==> config.mk <==
export PLATFORM = sky130hd
export DESIGN_NAME = act_tanh_seq
export DESIGN_NICKNAME = d
export VERILOG_FILES = /design/src/rtl/lstm_pkg.sv /design/src/rtl/tanh_pwl.sv /design/src/rtl/act_tanh_seq.sv
export SDC_FILE = /design/constraint.sdc
export NUM_CORES = 2
export LEC_CHECK = 0
export ABC_CLOCK_PERIOD_IN_PS = 9240
export CAP_MARGIN = 30
export CORE_ASPECT_RATIO = 0.7
export CORE_UTILIZATION = 46
export DETAILED_ROUTE_END_ITERATION = 10
export PLACE_DENSITY = 0.67
export REMOVE_ABC_BUFFERS = 1
export SLEW_MARGIN = 20
export SYNTH_ARGS = -nofsm -noshare
export SYNTH_HDL_FRONTEND = slang
export SYNTH_HIERARCHICAL = 1
export SYNTH_SLANG_ARGS = --single-unit
==> constraint.sdc <==
create_clock -name clk -period 9.24 [get_ports clk]
set_input_delay 1.848 -clock clk [delete_from_list [all_inputs] [get_ports clk]]
set_output_delay 1.848 -clock clk [all_outputs]
set_load 0.1 [all_outputs]
==> src/rtl/lstm_pkg.sv <==
// Shared state encoding and fixed-point constant helpers for the sequenced LSTM gates.
package lstm_pkg;

  localparam logic [1:0] ST_IDLE = 2'd0;
  localparam logic [1:0] ST_MAC  = 2'd1;
  localparam logic [1:0] ST_ACT  = 2'd2;
  localparam logic [1:0] ST_DONE = 2'd3;

  typedef enum logic [1:0] {
    IDLE = ST_IDLE,
    MAC  = ST_MAC,
    ACT  = ST_ACT,
    DONE = ST_DONE
  } state_t;

  // Constants are returned 64 bits wide; callers cast to their own word width.
  function automatic logic [63:0] fx_one(input int frac);
    return 64'd1 << frac;
  endfunction

  function automatic logic [63:0] fx_half(input int frac);
    return 64'd1 << (frac - 1);
  endfunction

  function automatic logic [63:0] fx_knot_hi(input int frac);
    return 64'd5 << (frac - 1);
  endfunction

  function automatic logic [63:0] fx_offs(input int frac);
    return 64'd3 << (frac - 3);
  endfunction

endpackage

==> src/rtl/tanh_pwl.sv <==
// Combinational piecewise-linear tanh on a signed fixed-point word (FRAC >= 3).
module tanh_pwl
  import lstm_pkg::*;
#(
  parameter int WIDTH = 32,
  parameter int FRAC  = 24
) (
  input  logic signed [WIDTH-1:0] z_i,
  output logic signed [WIDTH-1:0] a_o
);

  localparam logic [WIDTH:0] ONE     = (WIDTH+1)'(fx_one(FRAC));
  localparam logic [WIDTH:0] HALF    = (WIDTH+1)'(fx_half(FRAC));
  localparam logic [WIDTH:0] KNOT_HI = (WIDTH+1)'(fx_knot_hi(FRAC));
  localparam logic [WIDTH:0] OFFS    = (WIDTH+1)'(fx_offs(FRAC));

  logic [WIDTH:0] mag;
  logic [WIDTH:0] r;

  // One extra bit so the most-negative input has a representable magnitude.
  always_comb begin
    mag = z_i[WIDTH-1] ? (~{1'b1, z_i} + (WIDTH+1)'(1)) : {1'b0, z_i};
    if (mag < HALF) begin
      r = mag;
    end else if (mag < KNOT_HI) begin
      r = (mag >> 2) + OFFS;
    end else begin
      r = ONE;
    end
    a_o = z_i[WIDTH-1] ? WIDTH'(~r + (WIDTH+1)'(1)) : WIDTH'(r);
  end

endmodule

==> src/rtl/act_tanh_seq.sv <==
// Sequenced tanh neuron: one shared multiplier, NUM MAC cycles, then PWL tanh.
// Optional ACT_TANH_SEQ_PREACT_EN adds o_z/o_sat pre-activation taps for backprop.
module act_tanh_seq
  import lstm_pkg::*;
#(
  parameter int NUM   = 2,
  parameter int WIDTH = 32,
  parameter int FRAC  = 24
) (
  input  logic                 clk,
  input  logic                 rst,
  input  logic                 i_start,
  output logic                 o_busy,
  input  logic [NUM*WIDTH-1:0] i_x,
  input  logic                 wr,
  input  logic [NUM*WIDTH-1:0] i_w,
  input  logic [WIDTH-1:0]     i_b,
  output logic                 o_wr_err,
  output logic [WIDTH-1:0]     o_a,
  output logic                 o_valid,
  input  logic                 i_ready,
  output logic [NUM*WIDTH-1:0] o_w,
  output logic [WIDTH-1:0]     o_b
`ifdef ACT_TANH_SEQ_PREACT_EN
  ,
  output logic [WIDTH-1:0]     o_z,
  output logic                 o_sat
`endif
);

  localparam int IDXW = (NUM > 1) ? $clog2(NUM) : 1;

  state_t                    state_q;
  logic [NUM*WIDTH-1:0]      w_q, wl_q, x_q;
  logic [WIDTH-1:0]          b_q, a_q;
  logic signed [2*WIDTH-1:0] acc_q;
  logic [IDXW-1:0]           idx_q;
  logic                      valid_q, wr_err_q;

  logic signed [WIDTH-1:0]   x_cur, w_cur, z_sat, a_pwl;
  logic signed [2*WIDTH-1:0] prod, bias_ext, z_full;
  logic [WIDTH:0]            z_hi;
  logic                      z_clip;

  assign x_cur    = x_q[idx_q*WIDTH +: WIDTH];
  assign w_cur    = wl_q[idx_q*WIDTH +: WIDTH];
  assign prod     = x_cur * w_cur;
  assign bias_ext = {{WIDTH{b_q[WIDTH-1]}}, b_q};
  assign z_full   = acc_q >>> FRAC;

  // z fits in WIDTH bits only when the top WIDTH+1 bits are a pure sign extension.
  assign z_hi   = z_full[2*WIDTH-1:WIDTH-1];
  assign z_clip = !((&z_hi) || (~|z_hi));
  assign z_sat  = !z_clip         ? z_full[WIDTH-1:0] :
                  z_full[2*WIDTH-1] ? {1'b1, {(WIDTH-1){1'b0}}} :
                                      {1'b0, {(WIDTH-1){1'b1}}};

  tanh_pwl #(.WIDTH(WIDTH), .FRAC(FRAC)) u_tanh (
    .z_i(z_sat),
    .a_o(a_pwl)
  );

`ifdef ACT_TANH_SEQ_PREACT_EN
  logic [WIDTH-1:0] z_q;
  logic             sat_q;

  always_ff @(posedge clk or negedge rst) begin
    if (!rst) begin
      z_q   <= '0;
      sat_q <= 1'b0;
    end else if (state_q == ACT) begin
      z_q   <= z_sat;
      sat_q <= z_clip;
    end else if (state_q == DONE && i_ready) begin
      sat_q <= 1'b0;
    end
  end

  assign o_z   = z_q;
  assign o_sat = sat_q & valid_q;
`endif

  // Weights are snapshotted at start so a same-cycle write cannot leak into the run.
  always_ff @(posedge clk or negedge rst) begin
    if (!rst) begin
      state_q  <= IDLE;
      w_q      <= '0;
      wl_q     <= '0;
      x_q      <= '0;
      b_q      <= '0;
      a_q      <= '0;
      acc_q    <= '0;
      idx_q    <= '0;
      valid_q  <= 1'b0;
      wr_err_q <= 1'b0;
    end else begin
      wr_err_q <= wr && (state_q != IDLE);
      if (wr && state_q == IDLE) begin
        w_q <= i_w;
        b_q <= i_b;
      end
      case (state_q)
        IDLE: begin
          if (i_start) begin
            x_q     <= i_x;
            wl_q    <= w_q;
            acc_q   <= bias_ext <<< FRAC;
            idx_q   <= '0;
            state_q <= MAC;
          end
        end
        MAC: begin
          acc_q <= acc_q + prod;
          if (idx_q == IDXW'(NUM - 1)) begin
            state_q <= ACT;
          end else begin
            idx_q <= idx_q + IDXW'(1);
          end
        end
        ACT: begin
          a_q     <= a_pwl;
          valid_q <= 1'b1;
          state_q <= DONE;
        end
        DONE: begin
          if (valid_q && i_ready) begin
            valid_q <= 1'b0;
            state_q <= IDLE;
          end
        end
        default: state_q <= IDLE;
      endcase
    end
  end

  assign o_busy   = (state_q != IDLE);
  assign o_valid  = valid_q;
  assign o_a      = a_q;
  assign o_wr_err = wr_err_q;
  assign o_w      = w_q;
  assign o_b      = b_q;

endmodule

# --- Yosys cells after proc, flatten, opt, wreduce, memory -nomap -nowiden ---
# Index checks and enable logic that the tools add are counted.
totals:
  reg_bits: 325
  out_inout_bits: 131
classes:
  shifts: 2
  multipliers: 1
  mux: 17
  reduce_logical: 15
  n_bitwise: 2
  n_addsub: 5
  eq_ne: 6
  n_lt_le_gt_ge: 2
ops:
  columns: ["operator", "n"]
  rows:
  - ["32-bit two-way mux", 5]
  - ["64-bit one-hot mux with 2 select lines", 1]
  - ["64-bit by 7-bit indexed part select with 32-bit output", 2]
  - ["64-bit adder", 1]
  - ["32-bit by 32-bit multiplier with 64-bit output", 1]
  - ["64-bit two-way mux", 1]
  - ["33-bit by 1-bit adder with 33-bit output, second input constant", 1]
  - ["33-bit by 24-bit < comparator with 1-bit output, second input constant", 1]
  - ["33-bit by 26-bit < comparator with 1-bit output, second input constant", 1]
  - ["33-bit two-way mux", 1]
  - ["33-bit NOT", 1]
  - ["31-bit by 23-bit adder with 32-bit output, second input constant", 1]
  - ["32-bit by 1-bit adder with 32-bit output, second input constant", 1]
  - ["32-bit NOT", 1]
  - ["9-bit AND reduction", 1]
  - ["9-bit OR reduction", 1]
  - ["2-bit one-hot mux with 4 select lines", 1]
  - ["2-bit two-way mux", 3]
  - ["2-bit inequality test, second input constant", 3]
  - ["2-bit AND reduction", 3]
  - ["2-bit nonzero test", 3]
  - ["2-bit equality test, second input constant", 2]
  - ["1-bit one-hot mux with 2 select lines", 2]
  - ["1-bit logical AND", 3]
  - ["7 further kinds", 9]

# --- Logic depth before layout (Yosys ltp) ---
logic_depth:
  word_depth: 13
  depth_mapped: 33
  mapped_depth_nobuf: 28

# --- Cells and area by module ---
# Netlist, hierarchy kept.
by_module_without_submodules:
  columns: ["module", "cells_each", "instances", "seq_area_each_um2", "area_each_um2"]
  rows:
  - ["act_tanh_seq", 5261, 1, 8132.8, 52577.9]
  - ["tanh_pwl", 455, 1, 0.0, 2922.8]

# --- Worst setup path before layout ---
# Ideal clock, no wire load.
synth_path:
  kind: "register -> register"
  startpoint: "register idx_q"
  endpoint: "register acc_q[47]"
  period_less_slack_ns: 9.560
  path_slack_ns: -0.320
  stages_incl_launch_ff: 32
  required_ns: 9.108
  t_arrival_ns: 9.428
  cell_sequence: "dfrtp_1 -> clkbuf_1 -> clkbuf_1 -> mux2_2 -> clkbuf_1 -> nand2_1 -> inv_1 -> fa_1 -> inv_1 -> fa_1 -> inv_1 -> fa_1 -> inv_1 -> fa_1 -> inv_1 -> fa_1 -> fa_1 -> fa_1 -> inv_1 -> fa_1 -> inv_1 -> ha_1 -> nand4_1 -> nor4_2 -> o21ai_0 -> o211ai_1 -> a31oi_4 -> o31ai_1 -> a41oi_1 -> xnor2_1 -> mux2i_1 -> o21ai_1"
synth_via:
  elab_chain_cells: 4
synth_rtl:
  columns: ["element", "line_no", "text"]
  rows:
  - ["start: declaration", "act_tanh_seq.sv:37", "logic [IDXW-1:0] idx_q;"]
  - ["start signal: assignment", "act_tanh_seq.sv:117", "idx_q <= idx_q + IDXW'(1);"]
  - ["64-bit by 7-bit indexed part select with 32-bit output (on tied branches)", "act_tanh_seq.sv:45, act_tanh_seq.sv:46", null]
  - ["32-bit by 32-bit multiplier with 64-bit output *", "act_tanh_seq.sv:47", "assign prod = x_cur * w_cur;"]
  - ["64-bit adder *", "act_tanh_seq.sv:113", "acc_q <= acc_q + prod;"]
  - ["64-bit one-hot mux with 2 select lines *", "act_tanh_seq.sv:102", "case (state_q)"]
  - ["end signal: assignment", "act_tanh_seq.sv:107", "acc_q <= bias_ext <<< FRAC;"]
  - ["end signal: assignment", "act_tanh_seq.sv:113", null]
  - ["end: declaration", "act_tanh_seq.sv:36", "logic signed [2*WIDTH-1:0] acc_q;"]
# Mark *: on every way between the ends. The rest lies on a longest branch, timed or not.
# A chain may end at the register's enable or synchronous reset.

# --- Worst setup path in the final report ---
layout_path:
  startpoint: "register idx_q"
  endpoint: "register acc_q[63]"
# Same word-level chain as after synthesis.

==> metrics.txt <==
skew final 29.3 ps; Hold-fix buffers, CTS 0; post-synth cell types 81; first-pass GRT wire length 259000 µm; CP Capture Point acc_q[63]$_DFFE_PN0P_; Netlist Area Pre-Place 55500 µm²; Synth Warn # 6; Clock Path Buffers 3; main combinational cell family by area after synthesis adder cells; I/O pins between 200 and 300; grt ovf 0; Least-Margin Pin Slew 1040 ps; final hold vios 0; endpoint type of the worst setup path flip-flop; instance count on the critical path 30; number of global-route vias before repair 43500; IO Port Bufs approximately 300; RR Endpoint acc_q[63]$_DFFE_PN0P_; Hold Path Class reg -> reg; Reg2Reg Depth 30; Sink Count 325; Seq/Total Area, Yosys 14.7%; Die Height 293 µm; final setup fails 0; Syn Inst Count between 5000 and 6000; Most used DFF post-synth dfrtp_1; Detail Placement HPWL around 140000 µm; global routing's busiest layer met2; Fmax 113 MHz; # DRC 0; Compound-Gate Fraction of Synth Area 5.60%; GR Util met2 42.7%; Post-Synth XOR/XNOR Area between 1.5 and 2%; fin area 63000 µm²; worst path bufs/invs 9; placed cells approximately 7600; slowest CP cell mux2i_1; max cap viols 0; Synth Area in Adders 48.7%; Critical Path AT 9340 ps; number of nets in the layout 7607; CTS H-tree depth 2; Routed Antenna Nets 0; CTS root buffer clkbuf_16; Vias 41600; Layout Cells excl Fill 7659; die footprint around 120000 µm²; Routability Congestion ~1.0; CP dominant cell by count fa_1; share of cells above drive strength 1 11.4%; Avg Cell Area, Syn 9.71 µm²; initial antenna violation count 8; crit path max fanout 18; worst reg2reg startpoint idx_q$_DFFE_PN0P_; CP max stage delay ~770 ps; Synth Register Bits 325; Post-synth EDFFs 0; fin util around 53%; starting density of the core around 46%; DR pass1 iterations 8; unrepaired setup endpoints after global routing no; cell area after placement 61500 µm²; clk_lat worst skew 630 ps; Simple-Gate Fraction of Synth Area 10.6%; outcome finished, final reports clean; TritonCTS clock tree done; Crit Path Category reg -> reg; initial DRC count 3652; Die X 417 µm; relative slew slack roughly 30%; Worst-path clk slew 60 ps; Required @ worst endpoint 9720 ps; largest net degree at the start of global routing 141; grt met1 use around two fifths; Setup crit start idx_q$_DFFE_PN0P_; vias per cell 5.43; Core ar. between 100000 and 150000 µm²; fillcell total 10700; GRT Util Overall 28.0%; crit share post-route between 90% and 100%; area growth from synthesis to final layout 13.5%; final-report max-slew violation count 0; CP delay by family, top adder cells; mux cell area share after synthesis 8.01%; row count 106; routed len/inst 21.8 µm; Critical Path Start Type flip-flop; R2R Setup Slk approximately 380 ps; met3 usage 7.80%; TritonCTS Buffers 39; FFs w/ async S/R, synth 100%; Routed WL 167000 µm; min Tclk post-route 8860 ps
[placed cells by master (no fill, tap or decap), types with 10 or more instances in the layout]
master,Yosys,final
buf_12,0,23
o21bai_1,14,14
nand4_1,17,17
mux2i_2,0,15
clkbuf_16,0,39
nor3_1,36,36
a21o_1,34,34
o21a_1,39,39
clkdlybuf4s50_1,0,294
mux2_2,319,315
nor2_1,546,545
buf_4,0,199
or4_1,12,12
nand2b_1,18,18
nand3_1,38,38
o21ai_1,19,18
or3_1,11,11
fa_1,1210,1209
mux2i_1,85,64
o31ai_1,11,10
o22ai_1,31,31
xnor2_1,72,71
ha_1,225,223
nand2_1,645,642
a22oi_1,10,10
xor2_1,44,44
o21ai_0,72,71
nor4_1,13,13
o211ai_1,12,12
and2_1,21,21
o31a_1,12,12
or2_2,14,14
inv_1,1272,1270
a31oi_1,20,20
and3_1,19,19
a21oi_1,115,114
dfrtp_1,325,323
[logic make-up (layout without fill, tap and decap cells)]
kind of cell | count (synthesis) | after routing
xor+xnor | 117 | 117
flops | 325 | 325
fa+ha+maj | 1435 | 1435
compound gates | 467 | 467
other cells | 0 | 3
simple gates | 1422 | 1422
buf+inv | 1546 | 1866
mux | 404 | 404
[cells in the mapped netlist (13+ instances only)]
cell,n,area share [%]
inv_1,1272,8.6
fa_1,1210,44
nand2_1,645,4.4
nor2_1,546,3.7
dfrtp_1,325,15
mux2_2,319,6.5
clkbuf_1,228,1.5
ha_1,225,5.1
a21oi_1,115,1.0
mux2i_1,85,1.5
o21ai_0,72,0.65
xnor2_1,72,1.1
xor2_1,44,0.69
o21a_1,39,0.53
nand3_1,38,0.34
nor3_1,36,0.32
a21o_1,34,0.46
o22ai_1,31,0.35
buf_1,24,0.16
and2_1,21,0.24
a31oi_1,20,0.23
and3_1,19,0.21
o21ai_1,19,0.17
buf_2,18,0.16
nand2b_1,18,0.20
nand4_1,17,0.19
o21bai_1,14,0.19
or2_2,14,0.16
nor4_1,13,0.15
[through the flow]
step / worst slack [ps] / hold WS [ps] / setup TNS [ps]
finish: 380 / 505 / 0
global route: 1.43 / 523 / 0
CTS: 67.5 / 506 / 0
detailed placement: 98.8 / 489 / 0
global placement: 197 / 487 / 0
floorplan: -2730 / 472 / -108530
[worst min-delay path by stage]
stage,from,end,depth (start not counted)
final,wl_q[33]$_DFFE_PN0P_,wl_q[33]$_DFFE_PN0P_,1
after global routing,o_a[7]$_DFFE_PN0P_,o_a[7]$_DFFE_PN0P_,1
after CTS,wl_q[33]$_DFFE_PN0P_,wl_q[33]$_DFFE_PN0P_,1
after detailed placement,wl_q[33]$_DFFE_PN0P_,wl_q[33]$_DFFE_PN0P_,1
after global placement,wl_q[35]$_DFFE_PN0P_,wl_q[35]$_DFFE_PN0P_,1
after floorplan,acc_q[26]$_DFFE_PN0P_,acc_q[26]$_DFFE_PN0P_,2
[final cells by class]
| type | count | area (µm²) | area share [%] |
|---|---|---|---|
| clock buffers | 52 | 1100 | 1.75 |
| well taps | 1620 | 2030 | 3.22 |
| clock inverters | 18 | 194 | 0.308 |
| flip-flops and latches | 325 | 8140 | 12.9 |
| repair buffers | 522 | 4990 | 7.93 |
| inverters | 1274 | 4790 | 7.60 |
| multi-input cells | 3845 | 41800 | 66.3 |
| diodes | 3 | 7.51 | 0.0119 |
[registers in the layout, summed over array words and instances (netlist names)]
register  cells
acc_q        64
idx_q         1
o_a          32
o_b          32
o_valid       1
o_w          64
o_wr_err      1
state_q       2
wl_q         64
x_q          64
[worst reg2reg max path, delay by kind of cell, from the launching register on]
kind	cells	cell delay, ps
adders and majority gates	9	4160
AOI/OAI and AO/OA	7	1300
buffers and inverters	9	1250
muxes	1	770
and+or+nand+nor	3	580
DFF	1	540
xor gates and xnor gates	1	140
[timing repair]
action                                  4_1_cts  5_1_grt
endpoints found under the setup margin        0       14
gates resized for setup                       0       15
setup buffers                                 0        5
[per-layer routing]
layer / routed length [µm] / part of all wire (%)
met1: 67200 / 40
met2: 75000 / 45
met3: 18500 / 11
met4: 6530 / 3.9
met5: 11 / 0.0066
Power is left out: the tool's default activity adds up to more than one toggle a clock period on the data nets, which glitch-free logic cannot reach.
